## config.mk

```make
export PLATFORM = sky130hd
export DESIGN_NAME = multicycle_ctrl_flat
export DESIGN_NICKNAME = d
export VERILOG_FILES = /design/src/rtl/multicycle_ctrl_if.sv /design/src/rtl/multicycle_ctrl.sv /design/src/flat_wrapper.sv
export SDC_FILE = /design/constraint.sdc
export NUM_CORES = 1
export LEC_CHECK = 0
export ABC_AREA = 1
export BUFFER_PORTS_ARGS = -buffer_cell sky130_fd_sc_hd__buf_2
export CORE_AREA = 2 2 39 41
export CTS_BUF_LIST = sky130_fd_sc_hd__clkbuf_8
export DETAILED_ROUTE_END_ITERATION = 7
export DIE_AREA = 0 0 41 43
export PLACE_DENSITY = 0.84
export SETUP_SLACK_MARGIN = 0.2
export SKIP_CTS_REPAIR_TIMING = 1
export SYNTH_ARGS = -nofsm -noshare
export SYNTH_HDL_FRONTEND = slang
export SYNTH_SLANG_ARGS = --single-unit
```

## constraint.sdc

```tcl
create_clock -name iclk -period 2.1 [get_ports iclk]
set_input_delay 0.42 -clock iclk [delete_from_list [all_inputs] [get_ports iclk]]
set_output_delay 0.42 -clock iclk [all_outputs]
set_load 0.01 [all_outputs]
```

## src/rtl/multicycle_ctrl_if.sv

```systemverilog
// ----------------------------------------------------------------------------
// multicycle_ctrl_if
//
// Purpose: bundles the opcode/memory-ready inputs and all datapath control
// outputs of the multicycle controller into one interface.
//
// Signals:
//   iOp          6  opcode field of the instruction register
//   iMemReady    1  memory access completes this cycle
//   oPCWrite     1  unconditional PC load
//   oPCWriteCond 1  PC load if ALU zero
//   oIorD        1  memory address select (0 = PC, 1 = ALUOut)
//   oMemRead     1  memory read request
//   oMemWrite    1  memory write request
//   oIRWrite     1  instruction register load
//   oMemtoReg    1  register write data (1 = MDR, 0 = ALUOut)
//   oRegDst      1  destination register (1 = rd, 0 = rt)
//   oRegWrite    1  register-file write
//   oALUSrcA     1  ALU A operand (0 = PC, 1 = rs)
//   oALUSrcB     2  ALU B operand (00 rt, 01 4, 10 imm, 11 imm<<2)
//   oALUOp       2  ALU control (00 add, 01 sub, 10 funct)
//   oPCSource    2  PC source (00 ALU, 01 ALUOut, 10 jump target)
//   oState       4  current state encoding, for debug
//   oIllegal     1  one-cycle pulse: unsupported opcode
//   oInstrDone   1  one-cycle pulse: last cycle of an instruction
//
// Modports:
//   slave  - the controller (consumes iOp/iMemReady, drives the controls)
//   master - the datapath/environment side
// ----------------------------------------------------------------------------
interface multicycle_ctrl_if;
    logic [5:0] iOp;
    logic       iMemReady;
    logic       oPCWrite;
    logic       oPCWriteCond;
    logic       oIorD;
    logic       oMemRead;
    logic       oMemWrite;
    logic       oIRWrite;
    logic       oMemtoReg;
    logic       oRegDst;
    logic       oRegWrite;
    logic       oALUSrcA;
    logic [1:0] oALUSrcB;
    logic [1:0] oALUOp;
    logic [1:0] oPCSource;
    logic [3:0] oState;
    logic       oIllegal;
    logic       oInstrDone;

    modport slave (
        input  iOp, iMemReady,
        output oPCWrite, oPCWriteCond, oIorD, oMemRead, oMemWrite, oIRWrite,
               oMemtoReg, oRegDst, oRegWrite, oALUSrcA, oALUSrcB, oALUOp,
               oPCSource, oState, oIllegal, oInstrDone
    );

    modport master (
        output iOp, iMemReady,
        input  oPCWrite, oPCWriteCond, oIorD, oMemRead, oMemWrite, oIRWrite,
               oMemtoReg, oRegDst, oRegWrite, oALUSrcA, oALUSrcB, oALUOp,
               oPCSource, oState, oIllegal, oInstrDone
    );
endinterface

```

## src/rtl/multicycle_ctrl.sv

```systemverilog
// ----------------------------------------------------------------------------
// multicycle_ctrl
//
// Purpose: Moore-style control FSM for a classic multicycle MIPS-like
// datapath. Supports lw, sw, R-type, beq and j; addi optionally.
// Only FETCH control signals and the MEMWR completion pulse depend on
// iMemReady; everything else is decoded from the state register.
//
// Ports:
//   iclk  in   clock, all state updates on the rising edge
//   irst  in   synchronous active-high reset; while high every control
//              output except oState is forced to 0
//   bus   slave modport of multicycle_ctrl_if (opcode, memory ready,
//              all datapath controls, debug state, illegal/done pulses)
//
// Build option:
//   MULTICYCLE_CTRL_ADDI_EN - when defined, adds the addi (001000) path
//   DECODE -> ADDIEX -> ADDIWB -> FETCH. When undefined, states 10/11 do
//   not exist and addi decodes as an illegal opcode.
// ----------------------------------------------------------------------------
module multicycle_ctrl (
    input  logic                  iclk,
    input  logic                  irst,
    multicycle_ctrl_if.slave      bus
);

    typedef enum logic [3:0] {
        S_FETCH  = 4'd0,
        S_DECODE = 4'd1,
        S_MEMADR = 4'd2,
        S_MEMRD  = 4'd3,
        S_MEMWB  = 4'd4,
        S_MEMWR  = 4'd5,
        S_EXEC   = 4'd6,
        S_ALUWB  = 4'd7,
        S_BEQ    = 4'd8,
        S_JUMP   = 4'd9
`ifdef MULTICYCLE_CTRL_ADDI_EN
        ,
        S_ADDIEX = 4'd10,
        S_ADDIWB = 4'd11
`endif
    } state_t;

    localparam logic [5:0] OP_RTYPE = 6'b000000;
    localparam logic [5:0] OP_LW    = 6'b100011;
    localparam logic [5:0] OP_SW    = 6'b101011;
    localparam logic [5:0] OP_BEQ   = 6'b000100;
    localparam logic [5:0] OP_J     = 6'b000010;
`ifdef MULTICYCLE_CTRL_ADDI_EN
    localparam logic [5:0] OP_ADDI  = 6'b001000;
`endif

    state_t     state_reg;
    state_t     state_next;

    // Raw decoded controls before the reset override.
    logic       pc_write;
    logic       pc_write_cond;
    logic       iord;
    logic       mem_read;
    logic       mem_write;
    logic       ir_write;
    logic       mem_to_reg;
    logic       reg_dst;
    logic       reg_write;
    logic       alu_src_a;
    logic [1:0] alu_src_b;
    logic [1:0] alu_op;
    logic [1:0] pc_source;
    logic       illegal;
    logic       instr_done;

    // ------------------------------------------------------------------
    // State register
    // ------------------------------------------------------------------
    always_ff @(posedge iclk) begin
        if (irst) begin
            state_reg <= S_FETCH;
        end else begin
            state_reg <= state_next;
        end
    end

    // ------------------------------------------------------------------
    // Next-state and output decode
    // ------------------------------------------------------------------
    always_comb begin
        state_next    = state_reg;
        pc_write      = 1'b0;
        pc_write_cond = 1'b0;
        iord          = 1'b0;
        mem_read      = 1'b0;
        mem_write     = 1'b0;
        ir_write      = 1'b0;
        mem_to_reg    = 1'b0;
        reg_dst       = 1'b0;
        reg_write     = 1'b0;
        alu_src_a     = 1'b0;
        alu_src_b     = 2'b00;
        alu_op        = 2'b00;
        pc_source     = 2'b00;
        illegal       = 1'b0;
        instr_done    = 1'b0;

        case (state_reg)
            S_FETCH: begin
                // Fetch and PC+4 commit together only when the read lands,
                // so a stalled fetch leaves IR and PC untouched.
                mem_read  = 1'b1;
                alu_src_b = 2'b01;
                ir_write  = bus.iMemReady;
                pc_write  = bus.iMemReady;
                if (bus.iMemReady) begin
                    state_next = S_DECODE;
                end
            end

            S_DECODE: begin
                // ALU precomputes the branch target into ALUOut.
                alu_src_b = 2'b11;
                case (bus.iOp)
                    OP_LW,
                    OP_SW:    state_next = S_MEMADR;
                    OP_RTYPE: state_next = S_EXEC;
                    OP_BEQ:   state_next = S_BEQ;
                    OP_J:     state_next = S_JUMP;
`ifdef MULTICYCLE_CTRL_ADDI_EN
                    OP_ADDI:  state_next = S_ADDIEX;
`else
                    // addi is not decoded in this build and falls through
                    // to the illegal-opcode path below.
`endif
                    default: begin
                        state_next = S_FETCH;
                        illegal    = 1'b1;
                        instr_done = 1'b1;
                    end
                endcase
            end

            S_MEMADR: begin
                alu_src_a = 1'b1;
                alu_src_b = 2'b10;
                // Only lw/sw reach here; IR is frozen so iOp is stable.
                if (bus.iOp == OP_SW) begin
                    state_next = S_MEMWR;
                end else if (bus.iOp == OP_LW) begin
                    state_next = S_MEMRD;
                end else begin
                    state_next = S_FETCH;
                end
            end

            S_MEMRD: begin
                mem_read = 1'b1;
                iord     = 1'b1;
                if (bus.iMemReady) begin
                    state_next = S_MEMWB;
                end
            end

            S_MEMWB: begin
                reg_write  = 1'b1;
                mem_to_reg = 1'b1;
                instr_done = 1'b1;
                state_next = S_FETCH;
            end

            S_MEMWR: begin
                mem_write = 1'b1;
                iord      = 1'b1;
                if (bus.iMemReady) begin
                    instr_done = 1'b1;
                    state_next = S_FETCH;
                end
            end

            S_EXEC: begin
                alu_src_a  = 1'b1;
                alu_op     = 2'b10;
                state_next = S_ALUWB;
            end

            S_ALUWB: begin
                reg_dst    = 1'b1;
                reg_write  = 1'b1;
                instr_done = 1'b1;
                state_next = S_FETCH;
            end

            S_BEQ: begin
                alu_src_a     = 1'b1;
                alu_op        = 2'b01;
                pc_write_cond = 1'b1;
                pc_source     = 2'b01;
                instr_done    = 1'b1;
                state_next    = S_FETCH;
            end

            S_JUMP: begin
                pc_write   = 1'b1;
                pc_source  = 2'b10;
                instr_done = 1'b1;
                state_next = S_FETCH;
            end

`ifdef MULTICYCLE_CTRL_ADDI_EN
            S_ADDIEX: begin
                alu_src_a  = 1'b1;
                alu_src_b  = 2'b10;
                alu_op     = 2'b00;
                state_next = S_ADDIWB;
            end

            S_ADDIWB: begin
                reg_write  = 1'b1;
                reg_dst    = 1'b0;
                mem_to_reg = 1'b0;
                instr_done = 1'b1;
                state_next = S_FETCH;
            end
`endif

            default: begin
                // Unused encodings drive nothing and fall back to FETCH.
                state_next = S_FETCH;
            end
        endcase

        // Reset overrides every control combinationally so a pending
        // memory write or register write is dropped in the cycle irst rises.
        if (irst) begin
            pc_write      = 1'b0;
            pc_write_cond = 1'b0;
            iord          = 1'b0;
            mem_read      = 1'b0;
            mem_write     = 1'b0;
            ir_write      = 1'b0;
            mem_to_reg    = 1'b0;
            reg_dst       = 1'b0;
            reg_write     = 1'b0;
            alu_src_a     = 1'b0;
            alu_src_b     = 2'b00;
            alu_op        = 2'b00;
            pc_source     = 2'b00;
            illegal       = 1'b0;
            instr_done    = 1'b0;
        end
    end

    // ------------------------------------------------------------------
    // Interface outputs
    // ------------------------------------------------------------------
    assign bus.oPCWrite     = pc_write;
    assign bus.oPCWriteCond = pc_write_cond;
    assign bus.oIorD        = iord;
    assign bus.oMemRead     = mem_read;
    assign bus.oMemWrite    = mem_write;
    assign bus.oIRWrite     = ir_write;
    assign bus.oMemtoReg    = mem_to_reg;
    assign bus.oRegDst      = reg_dst;
    assign bus.oRegWrite    = reg_write;
    assign bus.oALUSrcA     = alu_src_a;
    assign bus.oALUSrcB     = alu_src_b;
    assign bus.oALUOp       = alu_op;
    assign bus.oPCSource    = pc_source;
    assign bus.oState       = state_reg;
    assign bus.oIllegal     = illegal;
    assign bus.oInstrDone   = instr_done;

endmodule

```

## src/flat_wrapper.sv

```systemverilog
// flat-port wrapper written by rule: the top's interface ports become plain ports
module multicycle_ctrl_flat 
  (iclk, irst, bus_iOp, bus_iMemReady, bus_oPCWrite, bus_oPCWriteCond, bus_oIorD, bus_oMemRead, bus_oMemWrite, bus_oIRWrite, bus_oMemtoReg, bus_oRegDst, bus_oRegWrite, bus_oALUSrcA, bus_oALUSrcB, bus_oALUOp, bus_oPCSource, bus_oState, bus_oIllegal, bus_oInstrDone);
  multicycle_ctrl_if bus_i ();
  input  logic iclk;
  input  logic irst;
  input wire logic [$bits(bus_i.iOp)-1:0] bus_iOp;
  input wire logic [$bits(bus_i.iMemReady)-1:0] bus_iMemReady;
  output wire logic [$bits(bus_i.oPCWrite)-1:0] bus_oPCWrite;
  output wire logic [$bits(bus_i.oPCWriteCond)-1:0] bus_oPCWriteCond;
  output wire logic [$bits(bus_i.oIorD)-1:0] bus_oIorD;
  output wire logic [$bits(bus_i.oMemRead)-1:0] bus_oMemRead;
  output wire logic [$bits(bus_i.oMemWrite)-1:0] bus_oMemWrite;
  output wire logic [$bits(bus_i.oIRWrite)-1:0] bus_oIRWrite;
  output wire logic [$bits(bus_i.oMemtoReg)-1:0] bus_oMemtoReg;
  output wire logic [$bits(bus_i.oRegDst)-1:0] bus_oRegDst;
  output wire logic [$bits(bus_i.oRegWrite)-1:0] bus_oRegWrite;
  output wire logic [$bits(bus_i.oALUSrcA)-1:0] bus_oALUSrcA;
  output wire logic [$bits(bus_i.oALUSrcB)-1:0] bus_oALUSrcB;
  output wire logic [$bits(bus_i.oALUOp)-1:0] bus_oALUOp;
  output wire logic [$bits(bus_i.oPCSource)-1:0] bus_oPCSource;
  output wire logic [$bits(bus_i.oState)-1:0] bus_oState;
  output wire logic [$bits(bus_i.oIllegal)-1:0] bus_oIllegal;
  output wire logic [$bits(bus_i.oInstrDone)-1:0] bus_oInstrDone;
  assign bus_i.iOp = bus_iOp;
  assign bus_i.iMemReady = bus_iMemReady;
  assign bus_oPCWrite = bus_i.oPCWrite;
  assign bus_oPCWriteCond = bus_i.oPCWriteCond;
  assign bus_oIorD = bus_i.oIorD;
  assign bus_oMemRead = bus_i.oMemRead;
  assign bus_oMemWrite = bus_i.oMemWrite;
  assign bus_oIRWrite = bus_i.oIRWrite;
  assign bus_oMemtoReg = bus_i.oMemtoReg;
  assign bus_oRegDst = bus_i.oRegDst;
  assign bus_oRegWrite = bus_i.oRegWrite;
  assign bus_oALUSrcA = bus_i.oALUSrcA;
  assign bus_oALUSrcB = bus_i.oALUSrcB;
  assign bus_oALUOp = bus_i.oALUOp;
  assign bus_oPCSource = bus_i.oPCSource;
  assign bus_oState = bus_i.oState;
  assign bus_oIllegal = bus_i.oIllegal;
  assign bus_oInstrDone = bus_i.oInstrDone;
  multicycle_ctrl u_core (.iclk(iclk), .irst(irst), .bus(bus_i));
endmodule
```

# After elaboration in Yosys (flattened, before gate mapping)
# Index checks and enable logic that the tools add are counted.
# word_totals
reg_bits	4
latch_bits	0
ramBits	0
romBits	0
in_bits	9
output_inout_bits	22
word_cells	66
memories	0
# op_classes
add_sub_neg	0
multipliers	0
n_div	0
magnitude_cmp	0
eq_ne	16
shift	0
mux	39
bitwise_logic	0
reduce_logical	10
# ops
cell	n
two-way mux 1 bit	24
one-hot mux 4 bit (6 select lines)	1
equality test 4 x 3 -> 1 bit, second input constant	4
two-way mux 4 bit	4
one-hot mux 4 bit (4 select lines)	1
equality test 6 bit, second input constant	2
equality test 4 x 2 -> 1 bit, second input constant	2
equality test 4 bit, second input constant	2
two-way mux 2 bit	4
one-hot mux 2 bit (2 select lines)	2
OR reduction 2 bit	4
equality test 6 x 2 -> 1 bit, second input constant	1
equality test 6 x 3 -> 1 bit, second input constant	1
logical NOT 6 bit	1
!= test 2 bit, second input constant	3
one-hot mux 2 bit (3 select lines)	1
OR reduction 5 bit	1
equality test 4 x 1 -> 1 bit, second input constant	1
logical NOT 4 bit	1
OR reduction 4 bit	1
one-hot mux 1 bit (3 select lines)	1
AND reduction 3 bit	1
OR reduction 3 bit	1
one-hot mux 1 bit (2 select lines)	1

# Longest topological paths before layout
# logic_depth
depth_word	5
mapped_depth	9
depth_no_buf	9

# Least setup slack after synthesis
# No wires, ideal clock.
# synth_path
path_kind	register -> output
start	register u_core.state_reg[3] (netlist: u_core.bus.oState[3])
end	output port bus_oALUSrcA
arrival_time_ns	1.139
t_required_ns	1.680
slack_ns	0.541
stages_incl_launch_ff	6
path_buffers	0
cell_sequence	dfxtp_1 > inv_2 > nor2_1 > nand3_1 > nor2_1 > a31o_2
# synth_between
elab_chain_cells	4
elab_cells_between_ends	6
cone_classes	eq/ne: 3; mux: 2; reduce/logical: 1
# synth_lines
item	line_no	rtl
start, declared	multicycle_ctrl.sv:54	state_t state_reg;
start signal, assigned	multicycle_ctrl.sv:81	state_reg <= state_next;
equality test 4 bit, or another cell as far along	multicycle_ctrl.sv:106	case (state_reg)
OR reduction 3 bit (no line) *	-	
two-way mux 1 bit *	multicycle_ctrl.sv:106	
two-way mux 1 bit *	multicycle_ctrl.sv:233	if (irst) begin
end, declared	flat_wrapper.sv:18	output wire logic [$bits(bus_i.oALUSrcA)-1:0] bus_oALUSrcA;
# Mark *: on every way between the ends. The rest lies on a longest branch, timed or not.

# Worst setup path in the final report
# layout_path
start	register u_core.state_reg[1] (netlist: u_core.bus.oState[1])
end	output port bus_oALUSrcA
# The elaborated chain is that of the path after synthesis.

==> run_results.csv <==
group,metric,value,unit
timing,fmax,0.556,GHz
power_and_ir_drop,p_leak,0.000460,uW
floorplanning,die_x,41,um
worst_setup_path,crit_buf_inv,3,
route,drt_wl_total,1400,um
cells_and_area,layout_commonest_cell,"buf_2",
worst_setup_path,r2r_end,"u_core.bus.oState[2]",
cts,insertion_delay,0.22,ns
floorplanning,die_area,1760,sq um
synth,synth-seq-cells,4,
route,drt_pre_antenna_iters,4,
cells_and_area,largest_reg_flops,4,
global_route,grt_pass1_wl,2120,um
power_and_ir_drop,p_total,345,uW
cts,clock-root-buffer,"clkbuf_8",
place,io_buffers,30,
timing,worst_hold_slack,0.522,ns
route,drt-wirelength-per-cell,8.96,um
floorplanning,rows,14,
timing,finalHoldViolCount,0,
worst_hold_path,hp-start,"irst",
power_and_ir_drop,power.density,441,nW/um^2
worst_setup_path,cp_num_cells,6,
route,drc_errors,0,
worst_setup_path,crit_chain,"inv_2 -> buf_4 -> nand3_1 -> nor2_2 -> a31o_2 -> buf_2",
global_route,grt_antenna_before_repair,0,
floorplanning,start_util,0.416,
cts,numCtsBuffers,3,
cts,cts_tree,"yes",
synth,synth_fp_nets,118,
global_route,grt_pass1_vias,573,
timing,rsz0062_at_grt,"true",
synth,synthCells,109,
route,antenna_left,0,
timing,timing.final.crit_share,0.857,
cells_and_area,syn_to_final_growth,35.9,%
global_route,gr-usage-all-layers,0.179,
floorplanning,core_area,1380,sq um
timing,maxSlewHeadroom,0.842,
worst_setup_path,worstSetupStartpointType,"flip-flop",
global_route,grt-ovfl-total,0,
worst_setup_path,reg2reg_depth,9,
power_and_ir_drop,peakVddDrop,0.305,mV
timing,fin_skew,0.00488,ns
route,viasPerCell,4.65,
worst_setup_path,r2r-start,"u_core.bus.oState[1]",
cells_and_area,drive_gt1_frac,0.414,
route,drtIter0Drc,10,
worst_setup_path,worstSetupPathType,"flip-flop to output port",
synth,syn_area,576,sq um
worst_hold_path,hold_depth,2,
worst_setup_path,worstPathArrival,1.38,ns
worst_setup_path,end_kind,"output port",
timing,setup_violations,0,
cts,cts_sinks,4,
worst_setup_path,rrSetupSlack,0.82,ns
cells_and_area,final_util,0.565,
worst_setup_path,slowest_delay,0.44,ns
timing,drv_slew,0,
synth,yosys_warnings,0,
synth,yosysSeqAreaShare,0.139,
flow_run,max_cap_violations,0,
cells_and_area,final_cell_mix,"30 x buf_2, 29 x nor2_1, 24 x nand2_1, 12 x inv_1, 9 x nand3_1",
synth,syn_avg_cell_area,5.28,sq um
cells_and_area,nNetsFinal,151,
worst_setup_path,crit_fanout,6,
synth,ys_types,18,
timing,fin_crit,1.80,ns
route,via_count,725,
run_status,status,"complete, no violations",
cells_and_area,antenna_cells,0,
place,dp_hpwl,1130,um
worst_setup_path,crit_slowest_cell,"dfxtp_1",
worst_setup_path,crit_required,1.68,ns
timing,fin_setup_tns,0,ns
global_route,grt_start_max_net_pins,13,
worst_setup_path,critPathTopFamily,"flip-flops",
place,gp_congestion,0.890,
cts,ctsLongestPathBuffers,2,
cts,path_clk_slew,0.03,ns
cts,cts-htree-levels,1,
worst_hold_path,hold_path_end,"u_core.bus.oState[0]",
worst_hold_path,hp-class,"primary input to flip-flop",
timing,worst_slew_pin_slew,0.237,ns
floorplanning,die_height,43,um
floorplanning,ios,31,
==> stage by stage <==
stage | cells | setup WS [ns] | cell area [sq um]
global route | 156 | 0.190 | 782
global placement | 152 | 0.410 | 727
CTS | 155 | 0.243 | 768
floorplan | 109 | 0.541 | 576
finish | 156 | 0.301 | 782
detailed placement | 152 | 0.370 | 727
==> how the worst max path moves through the flow <==
stage | slack [ns] | startpoint | end
5_1_grt | 0.19 | u_core.bus.oState[3] | bus_oInstrDone
6_report | 0.30 | u_core.bus.oState[1] | bus_oALUSrcA
2_1_floorplan | 0.54 | u_core.bus.oState[3] | bus_oALUSrcA
3_5_place_dp | 0.37 | bus_iOp[3] | bus_oInstrDone
4_1_cts | 0.24 | u_core.bus.oState[0] | bus_oInstrDone
3_3_place_gp | 0.41 | bus_iOp[3] | bus_oInstrDone
==> routing by layer <==
layer,vias to the layer above,share of wire,track usage
met5,-,0,0
met4,0,0.017,0.133
met3,3,0.079,0.0471
met2,29,0.49,0.275
met1,301,0.41,0.196
li1,392,-,-
==> cell type report <==
cell class | count | area, sq um
Clock buffer | 3 | 41.3
Fill cell | 142 | 602
Inverter | 18 | 67.6
Multi-Input combinational cell | 84 | 414
Sequential cell | 4 | 81.3
Tap cell | 16 | 20.0
Timing Repair Buffer | 31 | 158
==> kinds of logic after synthesis <==
| family | Yosys count | synth area share |
|---|---|---|
| compound gates | 6 | 0.0717 |
| buf+inv | 21 | 0.150 |
| flops | 4 | 0.139 |
| simple gates | 78 | 0.639 |
==> Yosys cell counts (all sizes together) <==
cell    count  area share
o21ai       1      0.0087
nand3       9       0.078
a21oi       4       0.048
inv        18        0.12
dfxtp       4        0.14
clkbuf      1      0.0065
nor2       36        0.28
nand4       2       0.022
nand2      31        0.26
a31o        1       0.015
buf         2       0.026
==> power by group <==
part / switching, uW / internal, uW
Sequential: 4.11 / 79.7
Clock: 42.7 / 122
Combinational: 59.6 / 35.9
Total: 106 / 238
Note: power is estimated with default switching activity, not from simulation.
